### src/rtl/fetch_unit_pkg.sv
`default_nettype none
// ============================================================================
// Module   : fetch_unit_pkg
// Purpose  : Shared core definitions for the fetch stage. Holds the datapath
//            width, the PC-source select encodings and the bubble instruction.
// Ports    : none (package)
// Revision : 1.0  initial release
// ============================================================================
package fetch_unit_pkg;

    localparam int XLEN = 32;

    // addi x0, x0, 0
    localparam logic [XLEN-1:0] NOP_INSTR = 32'h0000_0013;

    // Next-PC source selected by the E stage. Encoding 2'b11 is reserved
    // and is treated like PCSRC_TARGET.
    typedef enum logic [1:0] {
        PCSRC_PLUS4  = 2'b00,
        PCSRC_TARGET = 2'b01,
        PCSRC_JALR   = 2'b10
    } pc_src_t;

endpackage : fetch_unit_pkg
`default_nettype wire

### src/rtl/fetch_unit_pc_next_mux.sv
`default_nettype none
// ============================================================================
// Module   : pc_next_mux
// Purpose  : Combinational next-PC selection for the fetch stage.
//            Priority: E-stage redirect > Stall_F hold > sequential PC+4.
//            Redirect targets are word-aligned by clearing bits [1:0].
// Ports    : i_pc_f         current fetch PC
//            i_stall_f      hold the fetch PC
//            i_pc_src_e     next-PC source select from the E stage
//            i_pc_target_e  branch / jal target
//            i_alu_result_e jalr target
//            o_pc_next      value PC_F takes on the next rising edge
// Revision : 1.0  initial release
// ============================================================================
module pc_next_mux
    import fetch_unit_pkg::*;
(
    input  logic [XLEN-1:0] i_pc_f,
    input  logic            i_stall_f,
    input  logic [1:0]      i_pc_src_e,
    input  logic [XLEN-1:0] i_pc_target_e,
    input  logic [XLEN-1:0] i_alu_result_e,
    output logic [XLEN-1:0] o_pc_next
);

    localparam logic [XLEN-1:0] c_ALIGN_MASK = ~(XLEN'(3));
    localparam logic [XLEN-1:0] c_PC_STEP    = XLEN'(4);

    logic [XLEN-1:0] w_target;

    // Only jalr picks the ALU result; the reserved encoding falls back to
    // the branch/jal target.
    always_comb begin
        w_target = i_pc_target_e;
        if (i_pc_src_e == PCSRC_JALR) begin
            w_target = i_alu_result_e;
        end
    end

    // A redirect must win over Stall_F, otherwise a taken branch that
    // coincides with a load-use stall would be lost.
    always_comb begin
        o_pc_next = i_pc_f + c_PC_STEP;
        if (i_pc_src_e != PCSRC_PLUS4) begin
            o_pc_next = w_target & c_ALIGN_MASK;
        end else if (i_stall_f) begin
            o_pc_next = i_pc_f;
        end
    end

endmodule : pc_next_mux
`default_nettype wire

### src/rtl/fetch_unit.sv
`default_nettype none
// ============================================================================
// Module   : fetch_unit
// Purpose  : Instruction-fetch stage. Owns PC_F, drives a synchronous-read
//            instruction BRAM and produces the IF/ID stage outputs. The BRAM
//            read latency is absorbed by treating the BRAM output register as
//            the D-stage instruction register; a kill flag replaces the word
//            with a NOP when the slot is a bubble.
// Ports    : clk          core clock, rising edge
//            reset_n      asynchronous active-low reset
//            Stall_F      hold PC_F
//            Stall_D      hold the IF/ID outputs
//            Flush_D      bubble the D stage
//            PC_Src_E     next-PC source (00 +4, 01 target, 10 jalr, 11 = 01)
//            PCTarget_E   branch / jal target
//            ALUResult_E  jalr target
//            imem_addr    BRAM word address
//            imem_en      BRAM read enable
//            imem_rdata   BRAM read data (one cycle after address)
//            Instr_D      D-stage instruction
//            PC_D         D-stage PC
//            PCPlus4_D    D-stage PC + 4
//            Valid_D      D-stage slot holds a real instruction
// Revision : 1.0  initial release
// ============================================================================
module fetch_unit
    import fetch_unit_pkg::*;
#(
    parameter logic [XLEN-1:0] RESET_PC  = 32'h0000_0000,
    parameter int              IMEM_AW   = 12,
    parameter logic [XLEN-1:0] NOP_INSTR = fetch_unit_pkg::NOP_INSTR
) (
    input  logic               clk,
    input  logic               reset_n,
    input  logic               Stall_F,
    input  logic               Stall_D,
    input  logic               Flush_D,
    input  logic [1:0]         PC_Src_E,
    input  logic [XLEN-1:0]    PCTarget_E,
    input  logic [XLEN-1:0]    ALUResult_E,
    output logic [IMEM_AW-1:0] imem_addr,
    output logic               imem_en,
    input  logic [XLEN-1:0]    imem_rdata,
    output logic [XLEN-1:0]    Instr_D,
    output logic [XLEN-1:0]    PC_D,
    output logic [XLEN-1:0]    PCPlus4_D,
    output logic               Valid_D
);

    localparam logic [XLEN-1:0] c_PC_STEP = XLEN'(4);

    logic [XLEN-1:0] r_pc_f;
    logic [XLEN-1:0] r_pc_d;
    logic [XLEN-1:0] r_pcplus4_d;
    logic            r_kill_d;

    logic [XLEN-1:0] w_pc_next;
    logic [XLEN-1:0] w_pcplus4_f;

    assign w_pcplus4_f = r_pc_f + c_PC_STEP;

    pc_next_mux u_pc_next_mux (
        .i_pc_f         (r_pc_f),
        .i_stall_f      (Stall_F),
        .i_pc_src_e     (PC_Src_E),
        .i_pc_target_e  (PCTarget_E),
        .i_alu_result_e (ALUResult_E),
        .o_pc_next      (w_pc_next)
    );

    always_ff @(posedge clk or negedge reset_n) begin
        if (!reset_n) begin
            r_pc_f <= RESET_PC;
        end else begin
            r_pc_f <= w_pc_next;
        end
    end

    // IF/ID registers. The instruction word itself lives in the BRAM output
    // register, so only the PC pair and the kill flag are held here.
    always_ff @(posedge clk or negedge reset_n) begin
        if (!reset_n) begin
            r_pc_d      <= '0;
            r_pcplus4_d <= '0;
            r_kill_d    <= 1'b1;
        end else if (Flush_D) begin
            r_pc_d      <= '0;
            r_pcplus4_d <= '0;
            r_kill_d    <= 1'b1;
        end else if (!Stall_D) begin
            r_pc_d      <= r_pc_f;
            r_pcplus4_d <= w_pcplus4_f;
            r_kill_d    <= 1'b0;
        end
    end

    // Word address wraps naturally modulo the memory depth.
    assign imem_addr = r_pc_f[IMEM_AW+1:2];

    // Disabling the BRAM during a D stall freezes its output, which is how
    // Instr_D is held. A flush re-enables it so the redirected fetch proceeds;
    // the word read in that cycle is masked by the kill flag.
    assign imem_en = ~Stall_D | Flush_D;

    assign Instr_D   = r_kill_d ? NOP_INSTR : imem_rdata;
    assign Valid_D   = ~r_kill_d;
    assign PC_D      = r_pc_d;
    assign PCPlus4_D = r_pcplus4_d;

endmodule : fetch_unit
`default_nettype wire
### config.mk
export PLATFORM = sky130hd
export DESIGN_NAME = fetch_unit
export DESIGN_NICKNAME = d
export VERILOG_FILES = /design/src/rtl/fetch_unit_pkg.sv /design/src/rtl/fetch_unit_pc_next_mux.sv /design/src/rtl/fetch_unit.sv
export SDC_FILE = /design/constraint.sdc
export NUM_CORES = 1
export LEC_CHECK = 0
export ABC_CLOCK_PERIOD_IN_PS = 3920
export CAP_MARGIN = 20
export CORE_ASPECT_RATIO = 1.25
export CORE_UTILIZATION = 47
export CTS_CLUSTER_DIAMETER = 40
export DETAILED_ROUTE_END_ITERATION = 10
export GPL_TIMING_DRIVEN = 0
export HOLD_SLACK_MARGIN = 0.06
export PLACE_DENSITY = 0.84
export REMOVE_ABC_BUFFERS = 1
export SYNTH_ARGS = -nofsm -noshare
export SYNTH_HDL_FRONTEND = slang
export SYNTH_SLANG_ARGS = --single-unit
export TNS_END_PERCENT = 20
### constraint.sdc
create_clock -name clk -period 3.92 [get_ports clk]
set_input_delay 0.784 -clock clk [delete_from_list [all_inputs] [get_ports clk]]
set_output_delay 0.784 -clock clk [all_outputs]
set_load 0.02 [all_outputs]
# Word-level counts from Yosys, hierarchy flattened
# Cells that the tools add are included.
# totals
out_inout_bits	110
word_cells	22
regBits	97
inputBits	103
# op_classes
n_addsub	1
reduce_logical	1
bitwise_logic	3
muxes	10
eq_ne	3
# ops
operator	n
2-to-1 mux 32 bit	8
adder 32 x 3 -> 32 bit (second input constant)	1
!= test 2 x 1 -> 1 bit (second input constant)	2
== test 2 bit (second input constant)	1
2-to-1 mux 1 bit	2
NOT 1 bit	2
nonzero test 2 bit	1
bitwise OR 1 bit	1

# Depth between registers and ports, before layout
# logic_depth
depth_word	3
mapped_depth	7
mapped_depth_nobuf	5

# Cells and area by module
# From an unflattened synthesis, not the netlist that was laid out.
# unflattened
hier_cells	571
area_unflattened_um2	5372.7
# modules_own_cells
module	cells_per_inst	area_each_um2	seq_area_each_um2	instances
fetch_unit	386	4201.5	2378.5	1
pc_next_mux	185	1171.1	0.0	1

# Least setup slack after synthesis
# Ideal clock, no wire load.
# synth_timing
path_type	input-to-reg
startpoint	input port PC_Src_E[1]
endpoint	register r_pc_f[19]
slack_ps	1743
path_stages	6
setup_ps	104
required_ps	3816
n_path_buf	2
arrival_ps	2073
path_cell_list	clkbuf_1 -> nor2b_1 -> clkbuf_1 -> a22oi_1 -> nor2b_1 -> a221oi_1
# synth_between
elab_chain_len	3
word_cells_on_any_way	5
classes_between	eq/ne (2); mux (2); reduce/logical (1)
# synth_rtl
item	line_no	rtl
from (decl)	fetch_unit.sv:38	input logic [1:0] PC_Src_E,
== test 2 bit	fetch_unit_pc_next_mux.sv:35	if (i_pc_src_e == PCSRC_JALR) begin
2-to-1 mux 32 bit	fetch_unit_pc_next_mux.sv:35	
2-to-1 mux 32 bit	fetch_unit_pc_next_mux.sv:44	if (i_pc_src_e != PCSRC_PLUS4) begin
to (signal assigned)	fetch_unit.sv:75	r_pc_f <= w_pc_next;
to (decl)	fetch_unit.sv:52	logic [XLEN-1:0] r_pc_f;
# Parallel ways exist; a longest one is shown, timed or not.
# A chain may end at the register's enable or synchronous reset.

# Worst setup path after layout
# layout_timing
startpoint	input port PC_Src_E[1]
endpoint	register r_pc_f[24]
# Same word-level chain as after synthesis.

==> impl_results.md <==
* Status: finished clean
* Unrepaired setup endpoints after global routing: false
* Cell count after synthesis at 634
* Post-CTS Hold Buffers at 0
* # IOs at 213
* PD cells at 340 nW/um2
* PostCTS Resize Cnt at 0
* Crit path launch type: input port
* Ant diodes at 0
* CTS root buf: clkbuf_16
* Worst EP arrival at 3.88 ns
* Skew final at 0.00590 ns
* Critical setup path kind: in -> reg
* Fin. Hold Viols at 0
* Area of the multi-input gates at just under 3000 um2
* Max Cap Viol at 0
* Setup violators final at 0
* FF-to-FF path depth at 4
* Cell Area, Synth at 5670 um2
* Number of synthesized flops with an enable pin at 0
* Max Used Layer: met4
* Total CTS buffers at 9
* Switching power at around 0.86 mW
* Final ANT Viol Nets at 0
* Worst Max-Slew Pin Slew at 1.07 ns
* Worst-skew pair later-pin latency at 0.35 ns
* Seq pwr share at 42.2%
* Worst R2R Start: r_pc_f[7]
* Syn avg cell area at 8.95 um2
* F_max at roughly 270 MHz
* Clk sinks at 92
* CTS tree: built
* Register bit total from synthesis at 92
* Leakage Power at around 3.2 nW
* Number of global-route vias before repair at 5887
* Congestion Overflow GR at 0
* H-tree lvl count at 3
* # DRC at 0
* Final Util at 68.9%
* Core footprint at between 10000 and 15000 um2
* HP Class: in -> async
* IO Port Bufs at roughly 210
* Seq/Total Area, Yosys at 40.6%
* Internal power at 1.88 mW
* Post-Route WL at around 19000 um
* Wire per inst at 20.1 um
* Metal-1 WL at 7260 um
* Register-to-Register Setup Slack at roughly 1.2 ns
* Die ar. at 12500 um2
* VDD IR-drop max at around 220 uV
* Initial antenna violation count at 0
* Min Hold Slack at 0.346 ns
* Tcrit/Tclk final at between 90% and 100%
* Most frequent cells in the layout: clkdlybuf4s50_1 (204), dfrtp_1 (91), nor2_1 (70)
* Synth unique cells at 60
* Routed met2 length at between 9000 and 10000 um
* Reg area at approximately 2300 um2
* Crit Reg-Reg Endpoint: PCPlus4_D[21]
* Via count of the routed design at about 5900
* Net Sw Frac at 31.3%
* Slew Limit Fails at 0
* Filler cells at 917
* Post-CTS Setup Inserts at 0
* Initial DRC count at 411
* Nets at 892
* Starting Density at around half
* RD Place Congestion at 0.910
* Share of layout cells above drive strength 1 at ~5.1%
* Gr usage total at 30.9%
* Die height at 125 um
* Max Buffers Root-to-Sink at 2
* Crit path time final at 3.67 ns
* Clk pwr share at 31.3%
* Yosys warning total at 0
* Comb pwr share at 26.4%
* Largest net degree at the start of global routing at 69
* CTS clk-pin slew, worst paths at 0.06 ns
* Pre-antenna DRT Iters at 5
* Ys flop type: dfrtp_1
* Area delta synth->final at 41.7%
* Post-DP HPWL at 13400 um
* Data required time of the worst path at 4.13 ns
* Relative slew slack at 28.6%
* Chip Width at approximately 100 um
* Global-route wire length before repair at 30000 um
* Most common cell after layout, fill and taps aside: clkdlybuf4s50_1
* Crit-path max FO at 21
* Wire length on met3 at ~1500 um
* Async set-reset flop share out of synthesis at 100%
* Critical path capture point type: flop
* Vias per inst at 6.18
* Num rows at 44
## stage by stage
stage | setup slack [ns] | power, mW | area, um2 | setup TNS, ns | instances
3_3_place_gp | -2.81 | 1.85 | 7610 | -206.54 | 930
4_1_cts | 0.288 | 2.73 | 8020 | 0 | 951
5_1_grt | 0.139 | 2.84 | 8040 | 0 | 952
3_5_place_dp | -0.0236 | 1.88 | 7740 | -0.118 | 937
2_1_floorplan | 1.45 | 1.47 | 5330 | 0 | 561
6_report | 0.251 | 2.74 | 8040 | 0 | 952
## synthesized netlist by cell type (2+ instances only)
library cell  instances  area share (%)
a2111oi_0             8             1.2
a211oi_1             27             3.6
a21oi_1              23             2.0
a221o_1               2            0.35
a221oi_1              4            0.62
a22o_1               10             1.5
a22oi_1               7            0.93
a2bb2oi_1             6            0.93
a311oi_1             16             2.5
a31o_2                2            0.31
a31oi_1               9            0.99
and2_1                7            0.77
and3_1               14             1.5
and4_1               13             2.0
buf_1                 7            0.46
buf_2                 6            0.53
buf_4                16             2.1
clkbuf_1             41             2.7
clkbuf_2              3            0.26
dfrtp_1              91              40
inv_1                14            0.93
mux2i_1              31             5.5
nand2_1              26             1.7
nand3_1              15             1.3
nand3b_1              2            0.26
nand4_1              12             1.3
nor2_1               70             4.6
nor2b_1              40             4.4
nor3_1               11            0.97
nor3b_1               8             1.1
nor4_1                7            0.77
o211ai_1              3            0.40
o21a_1                3            0.40
o21ai_0              16             1.4
o21bai_1              3            0.40
o22a_1                4            0.62
o22ai_1              11             1.2
o31ai_1               4            0.53
or2_2                 4            0.44
or3_1                 3            0.33
or4_1                 4            0.53
xnor2_1               8             1.2
xor2_1                6            0.93
## final cells by class
class                      instances  area share [%]
multi-input combinational        455            37.1
sequential                        92            28.7
inverter                          14           0.654
tap                              161            2.51
clock inverter                     5           0.685
clock buffer                       9            2.80
timing repair buffer             216            27.6
## flip-flops by register name, indices dropped and copies added (netlist names)
register	cells
PC_D	31
PCPlus4_D	30
r_pc_f	30
r_kill_d	1
## worst max path at each step
stage          cells past startpoint         end  slack, ns        start
3_3_place_gp                       5     imem_en      -2.81      Stall_D
2_1_floorplan                      3     imem_en       1.45      Stall_D
3_5_place_dp                       6  r_pc_f[25]      -0.02  PC_Src_E[1]
4_1_cts                            6     imem_en       0.29      Stall_D
5_1_grt                            6  r_pc_f[24]       0.14  PC_Src_E[1]
6_report                           6  r_pc_f[24]       0.25  PC_Src_E[1]
## power groups by stage
stage,clock network (mW),registers (mW),logic (mW)
3_5_place_dp,0,1.17,0.714
6_report,0.857,1.16,0.723
3_3_place_gp,0,1.16,0.691
4_1_cts,0.859,1.15,0.721
5_1_grt,0.893,1.17,0.776
2_1_floorplan,0,1.21,0.259
## kinds of logic (layout without fill, tap and decap cells)
family | after synthesis | after routing | share of synthesized area [%]
buffers and inverters | 87 | 244 | 7.02
muxes | 32 | 32 | 5.67
and+or+nand+nor | 241 | 241 | 22.9
DFF | 92 | 92 | 40.6
AOI/OAI and AO/OA | 167 | 167 | 21.4
adders and majority gates | 1 | 1 | 0.221
xor gates and xnor gates | 14 | 14 | 2.16
## routing by layer
layer  GRT usage, %  vias to the layer above
met4           15.5                        0
met1           35.3                     2829
met2           54.4                      333
li1               -                     2660
met5              0                        -
met3           5.61                       61
## worst max-delay path, cell delays in order
cell and delay [ns]:
clkdlybuf4s50_1 0.98, nor2_1 0.81, buf_6 0.23, nand2_1 0.55, o22ai_1 0.43, a211oi_1 0.08
Note: power is estimated with default switching activity, not from simulation.
